File: config.mk
export PLATFORM = sky130hd
export DESIGN_NAME = fetch_stage
export DESIGN_NICKNAME = d
export VERILOG_FILES = /design/src/rtl/fetch_stage.sv
export SDC_FILE = /design/constraint.sdc
export NUM_CORES = 1
export LEC_CHECK = 0
export CAP_MARGIN = 0
export CORE_UTILIZATION = 35
export CTS_CLUSTER_DIAMETER = 60
export DETAILED_ROUTE_END_ITERATION = 8
export DONT_BUFFER_PORTS = 1
export GPL_TIMING_DRIVEN = 0
export RECOVER_POWER = 25
export SLEW_MARGIN = 20
export SYNTH_ARGS = -nofsm -noshare
export SYNTH_HDL_FRONTEND = slang
export SYNTH_SLANG_ARGS = --single-unit
File: constraint.sdc
create_clock -name clock -period 4.9 [get_ports clock]
set_input_delay 0.98 -clock clock [delete_from_list [all_inputs] [get_ports clock]]
set_output_delay 0.98 -clock clock [all_outputs]
set_load 0.05 [all_outputs]
File: src/rtl/fetch_stage.sv
// Instruction-fetch stage: owns the fetch PC, drives a single-outstanding
// request/response instruction memory port and holds the IF/ID register.
// Delayed branches with one delay slot: the slot after a branch is always
// fetched, and the redirect either retargets the fetch PC directly or is
// parked until the delay-slot request has been issued.
//
// state     | meaning
// ----------+--------------------------------------------------------------
// S_REQUEST | request valid on imemAddress, waiting for imemReady
// S_WAIT    | request accepted, waiting for imemResponseValid
// S_FULL    | response captured in buffer while decode stalls
module fetch_stage #(
  parameter logic [31:0] RESET_PC = 32'h0000_0000
) (
  input  logic        clock,
  input  logic        reset,
  output logic        imemRequest,
  output logic [31:0] imemAddress,
  input  logic        imemReady,
  input  logic        imemResponseValid,
  input  logic [31:0] imemResponseData,
  input  logic        shouldStall,
  input  logic        shouldJumpOrBranch,
  input  logic [31:0] jumpOrBranchPc,
  output logic [31:0] instruction,
  output logic [31:0] pc_4,
  output logic        instructionValid,
  output logic [31:0] debug_fetchPc
);

  typedef enum logic [1:0] {
    S_REQUEST = 2'd0,
    S_WAIT    = 2'd1,
    S_FULL    = 2'd2
  } state_t;

  state_t      r_state;
  logic        r_imem_request;
  logic [31:0] r_fetch_pc;
  logic        r_pending_redirect;
  logic [31:0] r_pending_target;
  logic [31:0] r_out_pc4;
  logic [31:0] r_buf_data;
  logic [31:0] r_buf_pc4;
  logic [31:0] r_ifid_instr;
  logic [31:0] r_ifid_pc4;
  logic        r_ifid_valid;

  logic        w_id_advance;
  logic        w_redirect;
  logic [31:0] w_target;
  logic [31:0] w_pc_plus4;
  logic        w_unused;

  // Decode handshake, word-aligned redirect target and the wrapping PC adder.
  assign w_id_advance = !shouldStall;
  assign w_redirect   = r_ifid_valid && shouldJumpOrBranch && w_id_advance;
  assign w_target     = {jumpOrBranchPc[31:2], 2'b00};
  assign w_pc_plus4   = r_fetch_pc + 32'd4;
  assign w_unused     = &{1'b0, jumpOrBranchPc[1:0]};

  assign imemRequest      = r_imem_request;
  assign imemAddress      = r_fetch_pc;
  assign instruction      = r_ifid_instr;
  assign pc_4             = r_ifid_pc4;
  assign instructionValid = r_ifid_valid;
  assign debug_fetchPc    = r_fetch_pc;

  // Fetch FSM, PC/redirect bookkeeping, response buffer and IF/ID register.
  always_ff @(posedge clock or negedge reset) begin
    if (!reset) begin
      r_state            <= S_REQUEST;
      r_imem_request     <= 1'b1;
      r_fetch_pc         <= RESET_PC;
      r_pending_redirect <= 1'b0;
      r_pending_target   <= 32'd0;
      r_out_pc4          <= 32'd0;
      r_buf_data         <= 32'd0;
      r_buf_pc4          <= 32'd0;
      r_ifid_instr       <= 32'd0;
      r_ifid_pc4         <= 32'd0;
      r_ifid_valid       <= 1'b0;
    end else begin
      // An advancing decode takes a bubble unless an instruction is delivered below.
      if (w_id_advance) begin
        r_ifid_valid <= 1'b0;
        r_ifid_instr <= 32'd0;
        r_ifid_pc4   <= 32'd0;
      end

      case (r_state)
        S_REQUEST: begin
          if (imemReady) begin
            r_out_pc4          <= w_pc_plus4;
            r_fetch_pc         <= r_pending_redirect ? r_pending_target : w_pc_plus4;
            r_pending_redirect <= 1'b0;
            r_state            <= S_WAIT;
            r_imem_request     <= 1'b0;
          end
        end
        S_WAIT: begin
          if (imemResponseValid) begin
            if (w_id_advance) begin
              r_ifid_valid   <= 1'b1;
              r_ifid_instr   <= imemResponseData;
              r_ifid_pc4     <= r_out_pc4;
              r_state        <= S_REQUEST;
              r_imem_request <= 1'b1;
            end else begin
              r_buf_data <= imemResponseData;
              r_buf_pc4  <= r_out_pc4;
              r_state    <= S_FULL;
            end
          end
        end
        S_FULL: begin
          // Responses arriving here are protocol violations and are ignored.
          if (w_id_advance) begin
            r_ifid_valid   <= 1'b1;
            r_ifid_instr   <= r_buf_data;
            r_ifid_pc4     <= r_buf_pc4;
            r_state        <= S_REQUEST;
            r_imem_request <= 1'b1;
          end
        end
        default: begin
          r_state        <= S_REQUEST;
          r_imem_request <= 1'b1;
        end
      endcase

      // The delay slot is always fetched: park the target if its request has
      // not been accepted yet, otherwise retarget the fetch PC right away.
      if (w_redirect) begin
        if ((r_state == S_REQUEST) && !imemReady) begin
          r_pending_redirect <= 1'b1;
          r_pending_target   <= w_target;
        end else begin
          r_fetch_pc <= w_target;
        end
      end
    end
  end

endmodule
# After elaboration in Yosys (flattened, before gate mapping)
# Index checks and enable logic that the tools add are counted.
dict set report totals {
  regBits 227
  word_cells 60
}
dict set report classes {
  add_sub_neg 1
  n_eq_ne 5
  n_mux 32
  reduce_logical 11
}
# op count
set ops {}
lappend ops {{$mux W32} 13}
lappend ops {{$pmux W32 S2} 2}
lappend ops {{$add A32 B3 Y32 const B} 1}
lappend ops {{$mux W1} 10}
lappend ops {{$mux W2} 4}
lappend ops {{$ne A2 B2 Y1 const B} 3}
lappend ops {{$pmux W2 S3} 1}
lappend ops {{$reduce_and A2 Y1} 3}
lappend ops {{$reduce_and A3 Y1} 2}
lappend ops {{$logic_and A1 B1 Y1} 3}
lappend ops {{$pmux W1 S3} 1}
lappend ops {{$eq A2 B1 Y1 const B} 1}
lappend ops {{$eq A2 B2 Y1 const B} 1}
lappend ops {{$logic_not A1 Y1} 2}
lappend ops {{$logic_not A2 Y1} 1}
lappend ops {{$pmux W1 S2} 1}

# Logic depth before layout (Yosys ltp)
# Gate-level depths: netlist (run 1).
dict set report depth {
  depth_word 6
  depth_mapped 9
  mapped_depth_nobuf 7
}

# Worst setup path after synthesis (run 1)
# OpenSTA, ideal clock, no wires.
dict set report synth_timing {
  kind {input to register}
  from {in shouldStall}
  to {reg r_pending_target[10]}
  setup_ns 0.125
  arrival_ns 2.284
  t_required_ns 4.775
  path_slack_ns 2.491
  path_stages 5
  n_path_buf 2
  cell_sequence {clkbuf_1 -> nand3b_1 -> nor2_1 -> buf_1 -> mux2_2}
}
dict set report synth_via {
  elab_chain_len 3
}
# item line
set synth_lines {}
lappend synth_lines {{from (decl)} 22} ;# input logic shouldStall,
lappend synth_lines {{$logic_not A1 Y1} 56} ;# assign w_id_advance = !shouldStall;
lappend synth_lines {{$logic_and A1 B1 Y1} 57} ;# assign w_redirect = r_ifid_valid && shouldJumpOrBranch && w_id_advance;
lappend synth_lines {{$reduce_and A2 Y1 (no source line)} --}
lappend synth_lines {{to (signal assigned)} 137} ;# r_pending_target <= w_target;
lappend synth_lines {{to (decl)} 41} ;# logic [31:0] r_pending_target;
# No other way between the ends.
# A chain may end at the register's enable or synchronous reset.

# Final worst setup path (run 1)
dict set report layout_timing {
  from {reg r_fetch_pc[2], in the netlist debug_fetchPc[2]}
  to {reg r_out_pc4[28]}
}
dict set report layout_via {
  elab_chain_len 1
}
# item line
set layout_lines {}
lappend layout_lines {{from (decl)} 39} ;# logic [31:0] r_fetch_pc;
lappend layout_lines {{from (signal assigned)} 95} ;# r_fetch_pc <= r_pending_redirect ? r_pending_target : w_pc_plus4;
lappend layout_lines {{from (signal assigned)} 139} ;# r_fetch_pc <= w_target;
lappend layout_lines {{$add A32 B3 Y32} 59} ;# assign w_pc_plus4 = r_fetch_pc + 32'd4;
lappend layout_lines {{to (signal assigned)} 94} ;# r_out_pc4 <= w_pc_plus4;
lappend layout_lines {{to (decl)} 42} ;# logic [31:0] r_out_pc4;
# No other way between the ends.

==> results_tabular.tex, run 1 <==
\begin{tabular}{lr}
\hline
Metric & Value \\
\hline
\multicolumn{2}{l}{\textbf{Setup path}} \\
Number of buffers and inverters on the critical path & 1 \\
Register-to-Register Path Depth & 7 \\
Crit path cell chain & ha\_1, and4\_1, and2\_1, clkbuf\_1, nand4\_1, xor2\_1, o21ai\_0 \\
Signal arrival time at the worst endpoint & about 3.4 ns \\
Top Family by Delay on Critical Path & flip-flops \\
Peak per-stage delay on the critical path & approximately 0.86 ns \\
Register-to-register path setup slack & 1.90 ns \\
Category of the critical setup timing path & reg2reg \\
Crit path max fanout & 10 \\
Startpoint type of the worst setup path & flop \\
CP Depth & 7 \\
Critical R2R Capture & r\_out\_pc4[28]\$\_DFFE\_PN0P\_ \\
Reg2reg start & debug\_fetchPc[2]\$\_DFF\_PN0\_ \\
CP required & roughly 5.3 ns \\
Slowest cell on the critical path & sky130\_fd\_sc\_hd\_\_dfrtp\_1 \\
Type of destination of the critical path & flop \\
\multicolumn{2}{l}{\textbf{Logic synthesis}} \\
Area fraction of the dominant cell type after synthesis & a little over half \\
Net Count, Synth & slightly above 1,000 \\
Synthesis Warnings & 0 \\
Total of flip-flops plus latches after synthesis & approximately 230 \\
Ys flop type & sky130\_fd\_sc\_hd\_\_dfrtp\_1 \\
Most numerous cell types in the synthesized netlist & sky130\_fd\_sc\_hd\_\_dfrtp\_1, sky130\_fd\_sc\_hd\_\_a22o\_1, sky130\_fd\_sc\_hd\_\_mux2\_2 \\
Mapped Area & 10,600 um\^{}2 \\
Cell types occupying the most area after synthesis & sky130\_fd\_sc\_hd\_\_dfrtp\_1, sky130\_fd\_sc\_hd\_\_a22o\_1, sky130\_fd\_sc\_hd\_\_mux2\_2, sky130\_fd\_sc\_hd\_\_nand2\_1, sky130\_fd\_sc\_hd\_\_o21ai\_0 \\
Post-synthesis instance total & approximately 940 \\
Per-instance average area after synthesis & around 11 um\^{}2 \\
Number of enable-type register cells in the synthesized netlist & 0 \\
Area leader, netlist & sky130\_fd\_sc\_hd\_\_dfrtp\_1 \\
Fraction of synthesis flops using an asynchronous set or reset pin & between 90\% and 100\% \\
Portion of the post-synthesis area used by sequential elements & about 54\% \\
Cell with the most instances after synthesis & sky130\_fd\_sc\_hd\_\_dfrtp\_1 \\
Count of unique library cells instantiated by Yosys & 54 \\
\multicolumn{2}{l}{\textbf{Run}} \\
Number of maximum-capacitance constraint violations & 0 \\
\multicolumn{2}{l}{\textbf{Status}} \\
Status & finished, final reports clean \\
\multicolumn{2}{l}{\textbf{Detailed routing}} \\
Pre-antenna DRT Iters & 7 \\
Final routed wirelength across all metal layers & 28,900 um \\
Antenna-violating nets left & 0 \\
Number of design rule violations left after detail routing & 0 \\
Iteration-0 DRC Markers & around 620 \\
Vias post-DR & between 7,000 and 8,000 \\
Via density & 5.51 \\
WL per Instance & 21.0 um \\
\multicolumn{2}{l}{\textbf{STA}} \\
Tightest Pin Transition & 0.851 ns \\
Sum of negative setup slack & 0 ns \\
Final clock period utilization by the worst path & between 60\% and 70\% \\
Setup repair after global routing missed its margin & no \\
Final period demand of the worst path & 3.00 ns \\
Final number of max-transition violations & 0 \\
Maximum achievable frequency & between 0.3 and 0.4 GHz \\
Total setup violations reported at the end of the flow & 0 \\
Clk\_skew & approximately 0.013 ns \\
Final hold violation count & 0 \\
Slew Limit Headroom & between 40\% and 50\% \\
\multicolumn{2}{l}{\textbf{Clock network}} \\
Buffers from clock root to sink, at most & 3 \\
CTS tree & yes \\
Clock root buffer master & sky130\_fd\_sc\_hd\_\_clkbuf\_16 \\
Buffers inserted by post-CTS timing repair & 0 \\
Number of H-tree levels & 1 \\
Clock tree sinks & $\sim$230 \\
Number of hold-repair buffers added at the cts stage & 0 \\
Number of CTS-inserted buffers & 26 \\
Clock insertion delay at the later pin of the skew report & about 0.53 ns \\
Resize count post-CTS & 0 \\
Clk slew on worst S/H paths & about 0.060 ns \\
\multicolumn{2}{l}{\textbf{Global route}} \\
Number of antenna violations at the first check in global routing & 0 \\
Wire length of the first global-routing pass & between 40,000 and 50,000 um \\
Maximum number of pins on one net before global-route repair & 228 \\
Remaining global-route overflow & 0 \\
Number of global-route vias before repair & about 7,500 \\
Overall global routing resource usage & 18.8\% \\
\multicolumn{2}{l}{\textbf{Power and ir drop}} \\
Max VDD drop & about 0.37 mV \\
PD cells & $\sim$670 nW/um\^{}2 \\
Total leakage power & around 5.2 nW \\
Overall power after layout & roughly 0.0080 W \\
\multicolumn{2}{l}{\textbf{Floorplanning}} \\
Die ar. & slightly above 30,000 um\^{}2 \\
Initial cell density of the core & a little over a third \\
CORE AREA & between 20,000 and 30,000 um\^{}2 \\
\# IOs & 200 \\
Die height & 176 um \\
Std cell rows & between 60 and 70 \\
Overall die width & approximately 180 um \\
\multicolumn{2}{l}{\textbf{Placed design}} \\
IO buf count & 0 \\
Routability congestion estimate & 0.845 \\
DP HPWL & approximately 21,000 um \\
\multicolumn{2}{l}{\textbf{Layout}} \\
Fraction of layout instances using a drive strength above 1 & a little under a fifth \\
Total inserted antenna cells & 0 \\
Area added between synthesis and finish & 12.9\% \\
Layout net count & between 1,000 and 1,500 \\
\multicolumn{2}{l}{\textbf{Min path}} \\
Hold Crit Class & in2async \\
\hline
\end{tabular}
-- sequential cells by signal, indices dropped and copies added, names as in the netlist, named ones only --
name,count
instructionValid,1
r_pending_target,30
imemRequest,1
pc_4,32
r_out_pc4,32
r_buf_pc4,32
r_buf_data,32
instruction,32
r_state,2
debug_fetchPc,32
-- metrics by stage --
step	util (%)	setup WS [ns]	instance area [um^2]	cells	hold WS (ns)
global placement	37.2	1.99	11100	1331	0.484
global route	40.2	1.69	11900	1377	0.132
CTS	40.2	1.92	11900	1377	0.136
detailed placement	37.2	1.94	11100	1331	0.490
floorplan	-	2.49	10600	941	0.465
finish	40.2	1.90	11900	1377	0.156
-- cells in the final DEF, fill, tap and decap left out, types with 4 or more instances in the layout --
cell type / n
sky130_fd_sc_hd__a221oi_1: 4
sky130_fd_sc_hd__inv_1: 7
sky130_fd_sc_hd__nor3_1: 4
sky130_fd_sc_hd__clkbuf_1: 62
sky130_fd_sc_hd__and2_1: 6
sky130_fd_sc_hd__mux2i_1: 5
sky130_fd_sc_hd__clkbuf_8: 9
sky130_fd_sc_hd__and3_1: 9
sky130_fd_sc_hd__a21oi_1: 36
sky130_fd_sc_hd__a22o_1: 130
sky130_fd_sc_hd__mux2_2: 95
sky130_fd_sc_hd__ha_1: 4
sky130_fd_sc_hd__nand4_1: 18
sky130_fd_sc_hd__buf_4: 34
sky130_fd_sc_hd__buf_1: 7
sky130_fd_sc_hd__xnor2_1: 11
sky130_fd_sc_hd__a31oi_1: 8
sky130_fd_sc_hd__dfrtp_1: 226
sky130_fd_sc_hd__or3_1: 6
sky130_fd_sc_hd__clkbuf_16: 27
sky130_fd_sc_hd__nand3_1: 25
sky130_fd_sc_hd__o31ai_1: 4
sky130_fd_sc_hd__buf_2: 6
sky130_fd_sc_hd__o21ai_0: 60
sky130_fd_sc_hd__nand2_1: 84
sky130_fd_sc_hd__xor2_1: 16
sky130_fd_sc_hd__and4_1: 5
sky130_fd_sc_hd__nor2_1: 35
-- cell families after synthesis --
kind of cell    synth area share, %
fa+ha+maj                     0.473
simple gates                   9.51
flops                          53.7
buf+inv                        5.29
xor+xnor                       2.24
mux                            10.6
compound gates                 18.2
-- worst register-to-register path, delay by kind of cell, from the launching register on --
family	cells	cell delay, ns
AO/OA/AOI/OAI	1	0.13
XOR/XNOR	1	0.32
adder cells (fa/ha/maj)	1	0.41
buffers and inverters	1	0.41
flip-flops	1	0.86
AND/OR/NAND/NOR	3	0.73
-- power by group --
group	total (W)	internal [W]	switching, W	leakage (nW)
registers	0.00372	0.00250	0.00122	2.95
logic	0.00228	0.000875	0.00140	1.83
clock network	0.00196	0.00119	0.000769	0.427
-- per-layer routing --
| layer | GRT usage (%) | part of all wire, % | up-vias |
|---|---|---|---|
| li1 | - | - | 3502 |
| met1 | 25.2 | 43 | 3754 |
| met2 | 29.2 | 45 | 292 |
| met3 | 6.10 | 9.9 | 41 |
| met4 | 4.46 | 2.2 | 0 |
| met5 | 0 | 0 | - |
-- worst max-delay path by stage --
stage,from,to
after floorplan,shouldStall,r_pending_target[10]$_DFFE_PN0P_
after global placement,shouldStall,r_buf_data[2]$_DFFE_PN0P_
after detailed placement,debug_fetchPc[2]$_DFF_PN0_,r_out_pc4[28]$_DFFE_PN0P_
after CTS,debug_fetchPc[2]$_DFF_PN0_,r_out_pc4[28]$_DFFE_PN0P_
after global routing,debug_fetchPc[2]$_DFF_PN0_,r_out_pc4[28]$_DFFE_PN0P_
final,debug_fetchPc[2]$_DFF_PN0_,r_out_pc4[28]$_DFFE_PN0P_
-- cell type report --
cell class                      instances  area [um^2]
Clock buffer                           39          811
Tap cell                              390          488
Fill cell                            2815        17800
Clock inverter                          7         67.6
Sequential cell                       227         5680
Multi-Input combinational cell        601         4340
Inverter                                7         26.3
Buffer                                106          533
Note: power is estimated with default switching activity, not from simulation.
==> run 2, diff against run 1 <==
==> constraint.sdc (replaced) <==
create_clock -name clock -period 2.8 [get_ports clock]
set_input_delay 0.56 -clock clock [delete_from_list [all_inputs] [get_ports clock]]
set_output_delay 0.56 -clock clock [all_outputs]
set_load 0.05 [all_outputs]
==> run 2 against run 1 <==
Net effect:
- the run now ends with negative hold slack left
- setup slack lost 1.8 ns
- flip-flop and latch count unchanged
- maximum frequency rose by 12%
- total power is 75% higher
- routed wire length rose by 0.23%
- cell count about the same
- sequential share of layout area is essentially flat
- worst hold slack got worse by 0.42 ns
- clock power is 74% higher
- clock skew up 0.0048 ns
- critical path type unchanged
==> results_tabular.tex, run 2 (synthesis results as in run 1) <==
\begin{tabular}{lr}
\hline
Metric & Value \\
\hline
\multicolumn{2}{l}{\textbf{Clock network}} \\
Clock root buffer master & sky130\_fd\_sc\_hd\_\_clkbuf\_16 \\
Buffers from clock root to sink, at most & 3 (unchanged) \\
Number of CTS-inserted buffers & 26 (unchanged) \\
Clk slew on worst S/H paths & 0.06 ns (about the same) \\
Clock insertion delay at the later pin of the skew report & 0.53 ns (about the same) \\
Clock tree sinks & 227 (unchanged) \\
Buffers inserted by post-CTS timing repair & 0 (unchanged) \\
CTS tree & yes \\
Number of H-tree levels & 1 (unchanged) \\
\multicolumn{2}{l}{\textbf{Detailed routing}} \\
WL per Instance & 21.1 um (+0.30\%) \\
Vias post-DR & 7,522 (-0.88\%) \\
Pre-antenna DRT Iters & 6 (-1) \\
Via density & 5.47 (-0.81\%) \\
Iteration-0 DRC Markers & 652 (+4.8\%) \\
Antenna-violating nets left & 0 (unchanged) \\
Number of design rule violations left after detail routing & 0 (unchanged) \\
Final routed wirelength across all metal layers & 29,000 um (+0.23\%) \\
\multicolumn{2}{l}{\textbf{Status}} \\
Status & complete, but fails checks \\
Failing checks & negative hold slack \\
\multicolumn{2}{l}{\textbf{Layout}} \\
Total inserted antenna cells & 0 (unchanged) \\
Fraction of layout instances using a drive strength above 1 & 19.5\% (+0.93 points) \\
Highest-count cells in the layout ignoring fill and taps & sky130\_fd\_sc\_hd\_\_dfrtp\_1, sky130\_fd\_sc\_hd\_\_a22o\_1, sky130\_fd\_sc\_hd\_\_mux2\_2 \\
Layout net count & 1,042 (-0.096\%) \\
Filler Cell Count & 2,813 (-0.071\%) \\
Area added between synthesis and finish & 13.0\% \\
Final Cell Area & 12,000 um\^{}2 (+0.11\%) \\
Commonest non-fill, non-tap cell in the layout & sky130\_fd\_sc\_hd\_\_dfrtp\_1 \\
Multi-input gate area in the final layout & 4350 um\^{}2 (+0.20\%) \\
FF/Latch Area & 5690 um\^{}2 (+0.13\%) \\
\multicolumn{2}{l}{\textbf{Global route}} \\
Maximum number of pins on one net before global-route repair & 228 (unchanged) \\
Wire length of the first global-routing pass & 45,200 um (unchanged) \\
Remaining global-route overflow & 0 (unchanged) \\
Number of antenna violations at the first check in global routing & 0 (unchanged) \\
Number of global-route vias before repair & 7,547 (unchanged) \\
Overall global routing resource usage & 18.8\% (unchanged) \\
\multicolumn{2}{l}{\textbf{Setup path}} \\
Type of destination of the critical path & flop \\
Category of the critical setup timing path & reg2reg \\
Startpoint type of the worst setup path & flop \\
Register-to-register path setup slack & 0.13 ns (-1.77 ns) \\
Register-to-Register Path Depth & 6 (-1) \\
Crit path max fanout & 10 (unchanged) \\
Signal arrival time at the worst endpoint & 3.10 ns (-0.29 ns) \\
CP required & 3.23 ns (-2.06 ns) \\
Crit path from & debug\_fetchPc[5]\$\_DFF\_PN0\_ \\
Capturing instance or port of the critical path & debug\_fetchPc[31]\$\_DFF\_PN0\_ \\
Critical R2R Capture & debug\_fetchPc[31]\$\_DFF\_PN0\_ \\
Reg2reg start & debug\_fetchPc[5]\$\_DFF\_PN0\_ \\
\multicolumn{2}{l}{\textbf{STA}} \\
Tightest Pin Transition & 0.791 ns (-0.0594 ns) \\
Sum of negative setup slack & 0 ns (unchanged) \\
Total setup violations reported at the end of the flow & 0 (unchanged) \\
Final clock period utilization by the worst path & 95.3\% (+34 points) \\
Final number of max-transition violations & 0 (unchanged) \\
Setup repair after global routing missed its margin & no \\
Maximum achievable frequency & 0.375 GHz (+12\%) \\
Final-layout worst hold slack & -0.264 ns (-0.420 ns) \\
Clk\_skew & 0.0173 ns (+0.00480 ns) \\
Slew Limit Headroom & 47.2\% (+4.5 points) \\
Final period demand of the worst path & 2.67 ns (-0.331 ns) \\
Final hold violation count & 226 (+226) \\
\multicolumn{2}{l}{\textbf{Floorplanning}} \\
Overall die width & 176 um (unchanged) \\
Std cell rows & 63 (unchanged) \\
\# IOs & 200 (unchanged) \\
Die ar. & 30,900 um\^{}2 (unchanged) \\
Initial cell density of the core & 35.6\% (unchanged) \\
CORE AREA & 29,700 um\^{}2 (unchanged) \\
Die height & 176 um (unchanged) \\
\multicolumn{2}{l}{\textbf{Power and ir drop}} \\
Overall power after layout & 0.0139 W (+75\%) \\
Max VDD drop & 0.641 mV (+76\%) \\
Total leakage power & 5.20 nW (about the same) \\
PD cells & 1170 nW/um\^{}2 (+75\%) \\
\multicolumn{2}{l}{\textbf{Placed design}} \\
IO buf count & 0 (unchanged) \\
DP HPWL & 20,500 um (unchanged) \\
DP Area & 11,100 um\^{}2 (unchanged) \\
Routability congestion estimate & 0.845 (unchanged) \\
\multicolumn{2}{l}{\textbf{Run}} \\
Number of maximum-capacitance constraint violations & 0 (unchanged) \\
\multicolumn{2}{l}{\textbf{Min path}} \\
Hold Crit Class & in2async \\
\hline
\end{tabular}
==> run 2: changes by cell type in the layout (fill, tap and decap cells not counted) <==
| cell | change |
|---|---|
| sky130_fd_sc_hd__clkbuf_1 | -2 |
| sky130_fd_sc_hd__clkbuf_2 | +1 |
| sky130_fd_sc_hd__dfrtp_1 | -6 |
| sky130_fd_sc_hd__dfrtp_2 | +6 |
| sky130_fd_sc_hd__nor2_1 | -1 |
| sky130_fd_sc_hd__nor2_2 | +1 |
| sky130_fd_sc_hd__nor4_1 | -1 |
| sky130_fd_sc_hd__nor4_2 | +1 |
==> run 2: metal layers <==
metal  vias up  global-route usage (%)  routed length (um)
met4         0                    4.46                 616
li1       3491                       -                   -
met5         -                       0                   0
met2       290                    29.2               12900
met1      3700                    25.2               12700
met3        41                    6.10                2810
==> run 2: layout make-up <==
| type | instances | area share [%] |
|---|---|---|
| sequential | 227 | 47.6 |
| multi-input combinational | 601 | 36.4 |
| clock buffer | 39 | 6.78 |
| buffer | 105 | 4.44 |
| tap | 390 | 4.08 |
| clock inverter | 7 | 0.565 |
| inverter | 7 | 0.220 |
==> run 2: per-stage QoR <==
stage	util (%)	worst slack, ns	instances
floorplan	-	0.485	941
global placement	37.2	-0.0953	1331
detailed placement	37.2	-0.157	1331
CTS	40.2	0.00879	1377
global route	40.2	0.00181	1376
finish	40.2	0.132	1376
==> run 2: worst max-delay path, stage by stage, from the launching register on <==
cell                       delay [ns]
sky130_fd_sc_hd__dfrtp_1         0.66
sky130_fd_sc_hd__buf_2           0.31
sky130_fd_sc_hd__nand4_1         0.22
sky130_fd_sc_hd__nor4_2          0.60
sky130_fd_sc_hd__nand4_1         0.29
sky130_fd_sc_hd__xor2_1          0.24
sky130_fd_sc_hd__a221oi_2        0.26
==> run 2: what timing repair did <==
item,CTS,global route
hold endpoints to repair,227,227
pin swaps,0,0
setup endpoints to repair,9,7
resized for setup,3,7
==> run 2: how the worst min path moves through the flow <==
stage	slack, ns	start	to	depth (start not counted)
after floorplan	0.26	reset	asynchronous set/reset pin	0
after detailed placement	0.27	reset	instruction[9]$_DFF_PN0_	0
after global placement	0.27	reset	instruction[9]$_DFF_PN0_	0
after global routing	-0.29	reset	instruction[9]$_DFF_PN0_	0
final	-0.26	reset	instruction[9]$_DFF_PN0_	0
after CTS	-0.28	reset	instruction[9]$_DFF_PN0_	0
==> run 2: report_power, final <==
group | switching, W | internal [W] | leakage, nW
clock | 0.00134 | 0.00208 | 0.427
sequential | 0.00214 | 0.00439 | 2.94
combinational | 0.00246 | 0.00153 | 1.83
total | 0.00593 | 0.00800 | 5.20
==> run 3, diff against run 2 <==
--- a/config.mk
+++ b/config.mk
@@ -9,10 +9,8 @@
 export CORE_UTILIZATION = 35
 export CTS_CLUSTER_DIAMETER = 60
 export DETAILED_ROUTE_END_ITERATION = 8
-export DONT_BUFFER_PORTS = 1
 export GPL_TIMING_DRIVEN = 0
 export RECOVER_POWER = 25
-export SLEW_MARGIN = 20
 export SYNTH_ARGS = -nofsm -noshare
 export SYNTH_HDL_FRONTEND = slang
 export SYNTH_SLANG_ARGS = --single-unit
==> run 3 against run 2 <==
Net effect:
- the flow finishes with violations (max-slew violations)
- total power grew 8.6%
- via count increased by 11%
- count of clock-buffer cells in the layout shrank 1
- non-clock buffer count is 199 higher
- routed wire length increased by 3.0%
- sequential share of layout area is 6.9 points lower
==> results_tabular.tex, run 3 (synthesis results as in run 1) <==
\begin{tabular}{lr}
\hline
Metric & Value \\
\hline
\multicolumn{2}{l}{\textbf{Status}} \\
Status & complete, but fails checks \\
Failing checks & max-slew violations \\
\multicolumn{2}{l}{\textbf{Min path}} \\
Hold Crit Class & in2async \\
\multicolumn{2}{l}{\textbf{Setup path}} \\
Register-to-register path setup slack & 0.20 ns (+0.07 ns) \\
Register-to-Register Path Depth & 7 (+1) \\
Crit path cell chain & buf\_4, clkdlybuf4s50\_1 \\
Crit path max fanout & 9 (-1) \\
Top Family by Delay on Critical Path & buffers and inverters \\
Signal arrival time at the worst endpoint & 2.08 ns (-1.02 ns) \\
Startpoint type of the worst setup path & flop \\
CP required & 2.24 ns (-0.99 ns) \\
Reg2reg start & debug\_fetchPc[2]\$\_DFF\_PN0\_ \\
Number of buffers and inverters on the critical path & 2 (+1) \\
Category of the critical setup timing path & reg2out \\
Peak per-stage delay on the critical path & 0.79 ns (+0.13 ns) \\
Slowest cell on the critical path & sky130\_fd\_sc\_hd\_\_clkdlybuf4s50\_1 \\
Type of destination of the critical path & output port \\
Critical R2R Capture & r\_out\_pc4[28]\$\_DFFE\_PN0P\_ \\
\multicolumn{2}{l}{\textbf{Layout}} \\
Commonest non-fill, non-tap cell in the layout & sky130\_fd\_sc\_hd\_\_dfrtp\_1 \\
Fraction of layout instances using a drive strength above 1 & 15.8\% (-3.7 points) \\
Fin util & 47.0\% (+6.7 points) \\
Final Cell Area & 14,000 um\^{}2 (+17\%) \\
Total inserted antenna cells & 0 (unchanged) \\
Area added between synthesis and finish & 32.0\% \\
Highest-count cells in the layout ignoring fill and taps & sky130\_fd\_sc\_hd\_\_dfrtp\_1, sky130\_fd\_sc\_hd\_\_clkdlybuf4s50\_1, sky130\_fd\_sc\_hd\_\_a22o\_1 \\
Layout net count & 1,241 (+19\%) \\
\multicolumn{2}{l}{\textbf{Floorplanning}} \\
CORE AREA & 29,700 um\^{}2 (unchanged) \\
\# IOs & 200 (unchanged) \\
Std cell rows & 63 (unchanged) \\
Die height & 176 um (unchanged) \\
Overall die width & 176 um (unchanged) \\
Die ar. & 30,900 um\^{}2 (unchanged) \\
Initial cell density of the core & 35.6\% (unchanged) \\
\multicolumn{2}{l}{\textbf{STA}} \\
Clk\_skew & 0.0186 ns (+0.00126 ns) \\
Final clock period utilization by the worst path & 94.2\% (-1.1 points) \\
Setup repair after global routing missed its margin & no \\
Post-layout worst setup margin & 0.163 ns (+0.0306 ns) \\
Slew Limit Headroom & -0.0828\% (-47 points) \\
Final hold violation count & 0 (-100\%) \\
Tightest Pin Transition & 1.50 ns (+0.710 ns) \\
Total setup violations reported at the end of the flow & 0 (unchanged) \\
Final-layout worst hold slack & 0.422 ns (+0.686 ns) \\
Final period demand of the worst path & 2.64 ns (-0.0306 ns) \\
Final number of max-transition violations & 22 (+22) \\
Maximum achievable frequency & 0.379 GHz (+1.2\%) \\
\multicolumn{2}{l}{\textbf{Global route}} \\
Maximum number of pins on one net before global-route repair & 120 (-47\%) \\
Wire length of the first global-routing pass & 46,900 um (+3.8\%) \\
Number of global-route vias before repair & 8,216 (+8.9\%) \\
Remaining global-route overflow & 0 (unchanged) \\
Number of antenna violations at the first check in global routing & 0 (unchanged) \\
Overall global routing resource usage & 19.4\% (+0.56 points) \\
\multicolumn{2}{l}{\textbf{Clock network}} \\
Buffers from clock root to sink, at most & 3 (unchanged) \\
Clock tree sinks & 227 (unchanged) \\
Number of hold-repair buffers added at the cts stage & 0 \\
Number of H-tree levels & 1 (unchanged) \\
Clk slew on worst S/H paths & 0.06 ns (about the same) \\
Clock root buffer master & sky130\_fd\_sc\_hd\_\_clkbuf\_16 \\
Number of CTS-inserted buffers & 26 (unchanged) \\
Clock insertion delay at the later pin of the skew report & 0.53 ns (about the same) \\
CTS tree & yes \\
\multicolumn{2}{l}{\textbf{Placed design}} \\
Worst slack after detailed placement & -0.220 ns (-0.0633 ns) \\
Routability congestion estimate & 0.857 (+1.4\%) \\
IO buf count & 197 (+197) \\
DP Area & 13,100 um\^{}2 (+18\%) \\
DP HPWL & 21,300 um (+3.9\%) \\
\multicolumn{2}{l}{\textbf{Detailed routing}} \\
Vias post-DR & 8,340 (+11\%) \\
Number of design rule violations left after detail routing & 0 (unchanged) \\
Iteration-0 DRC Markers & 608 (-6.7\%) \\
WL per Instance & 19.0 um (-10\%) \\
Final routed wirelength across all metal layers & 29,900 um (+3.0\%) \\
Via density & 5.29 (-3.3\%) \\
Pre-antenna DRT Iters & 5 (-1) \\
Antenna-violating nets left & 0 (unchanged) \\
\multicolumn{2}{l}{\textbf{Power and ir drop}} \\
Max VDD drop & 0.594 mV (-7.3\%) \\
Total leakage power & 5.97 nW (+15\%) \\
PD cells & 1080 nW/um\^{}2 (-7.0\%) \\
Overall power after layout & 0.0151 W (+8.6\%) \\
\multicolumn{2}{l}{\textbf{Run}} \\
Number of maximum-capacitance constraint violations & 0 (unchanged) \\
\hline
\end{tabular}
## run 3: changes by cell type in the layout (fill, tap and decap cells not counted), moves of 2 or more
cell                              change
sky130_fd_sc_hd__clkbuf_8             -3
sky130_fd_sc_hd__dfrtp_1              +6
sky130_fd_sc_hd__clkdlybuf4s50_1    +196
sky130_fd_sc_hd__dfrtp_2              -6
sky130_fd_sc_hd__clkinv_4             +2
sky130_fd_sc_hd__bufinv_16            +2
sky130_fd_sc_hd__clkinvlp_4           -3
sky130_fd_sc_hd__clkbuf_1             +2
## run 3: through the flow
| stage | TNS, ns | cells |
|---|---|---|
| floorplan | 0 | 941 |
| global placement | -1993.69 | 1528 |
| CTS | 0 | 1577 |
| global route | 0 | 1577 |
| finish | 0 | 1577 |
| detailed placement | -15.94 | 1529 |
## run 3: where the power goes
group	total [W]	internal, W	switching (W)
registers	0.00531	0.00441	0.000904
clock network	0.00355	0.00220	0.00135
logic	0.00627	0.00237	0.00391
## run 3: final cells by class
class / instances / area (um^2)
clock inverters: 10 / 136
multi-input cells: 601 / 4340
fillers: 2749 / 15800
inverters: 7 / 26.3
well taps: 390 / 488
plain buffers: 106 / 536
repair buffers: 198 / 1980
flip-flops and latches: 227 / 5680
clock buffers: 38 / 777
## run 3: worst max path at each step
stage | depth (start not counted) | startpoint | slack, ns | endpoint
2_1_floorplan | 7 | debug_fetchPc[2]$_DFF_PN0_ | 0.49 | debug_fetchPc[14]$_DFF_PN0_
3_3_place_gp | 1 | reset | -8.75 | r_pending_target[30]$_DFFE_PN0P_
4_1_cts | 2 | debug_fetchPc[2]$_DFF_PN0_ | 0.13 | imemAddress[2]
6_report | 2 | debug_fetchPc[2]$_DFF_PN0_ | 0.16 | imemAddress[2]
5_1_grt | 7 | debug_fetchPc[2]$_DFF_PN0_ | 0.05 | debug_fetchPc[30]$_DFF_PN0_
3_5_place_dp | 5 | shouldStall | -0.22 | r_buf_pc4[30]$_DFFE_PN0P_
## run 3: repair_timing
action	in CTS	in global routing
endpoints found under the hold margin	0	0
endpoints found under the setup margin	0	2
gates resized for setup	0	4
setup buffers	0	0
## run 3: layer usage
metal | part of all wire [%] | vias to the layer above | GRT usage (%)
met5 | 0 | - | 0
met4 | 2.3 | 0 | 5.07
met3 | 5.8 | 52 | 2.79
met2 | 45 | 313 | 30.3
met1 | 47 | 4085 | 27.9
li1 | - | 3890 | -
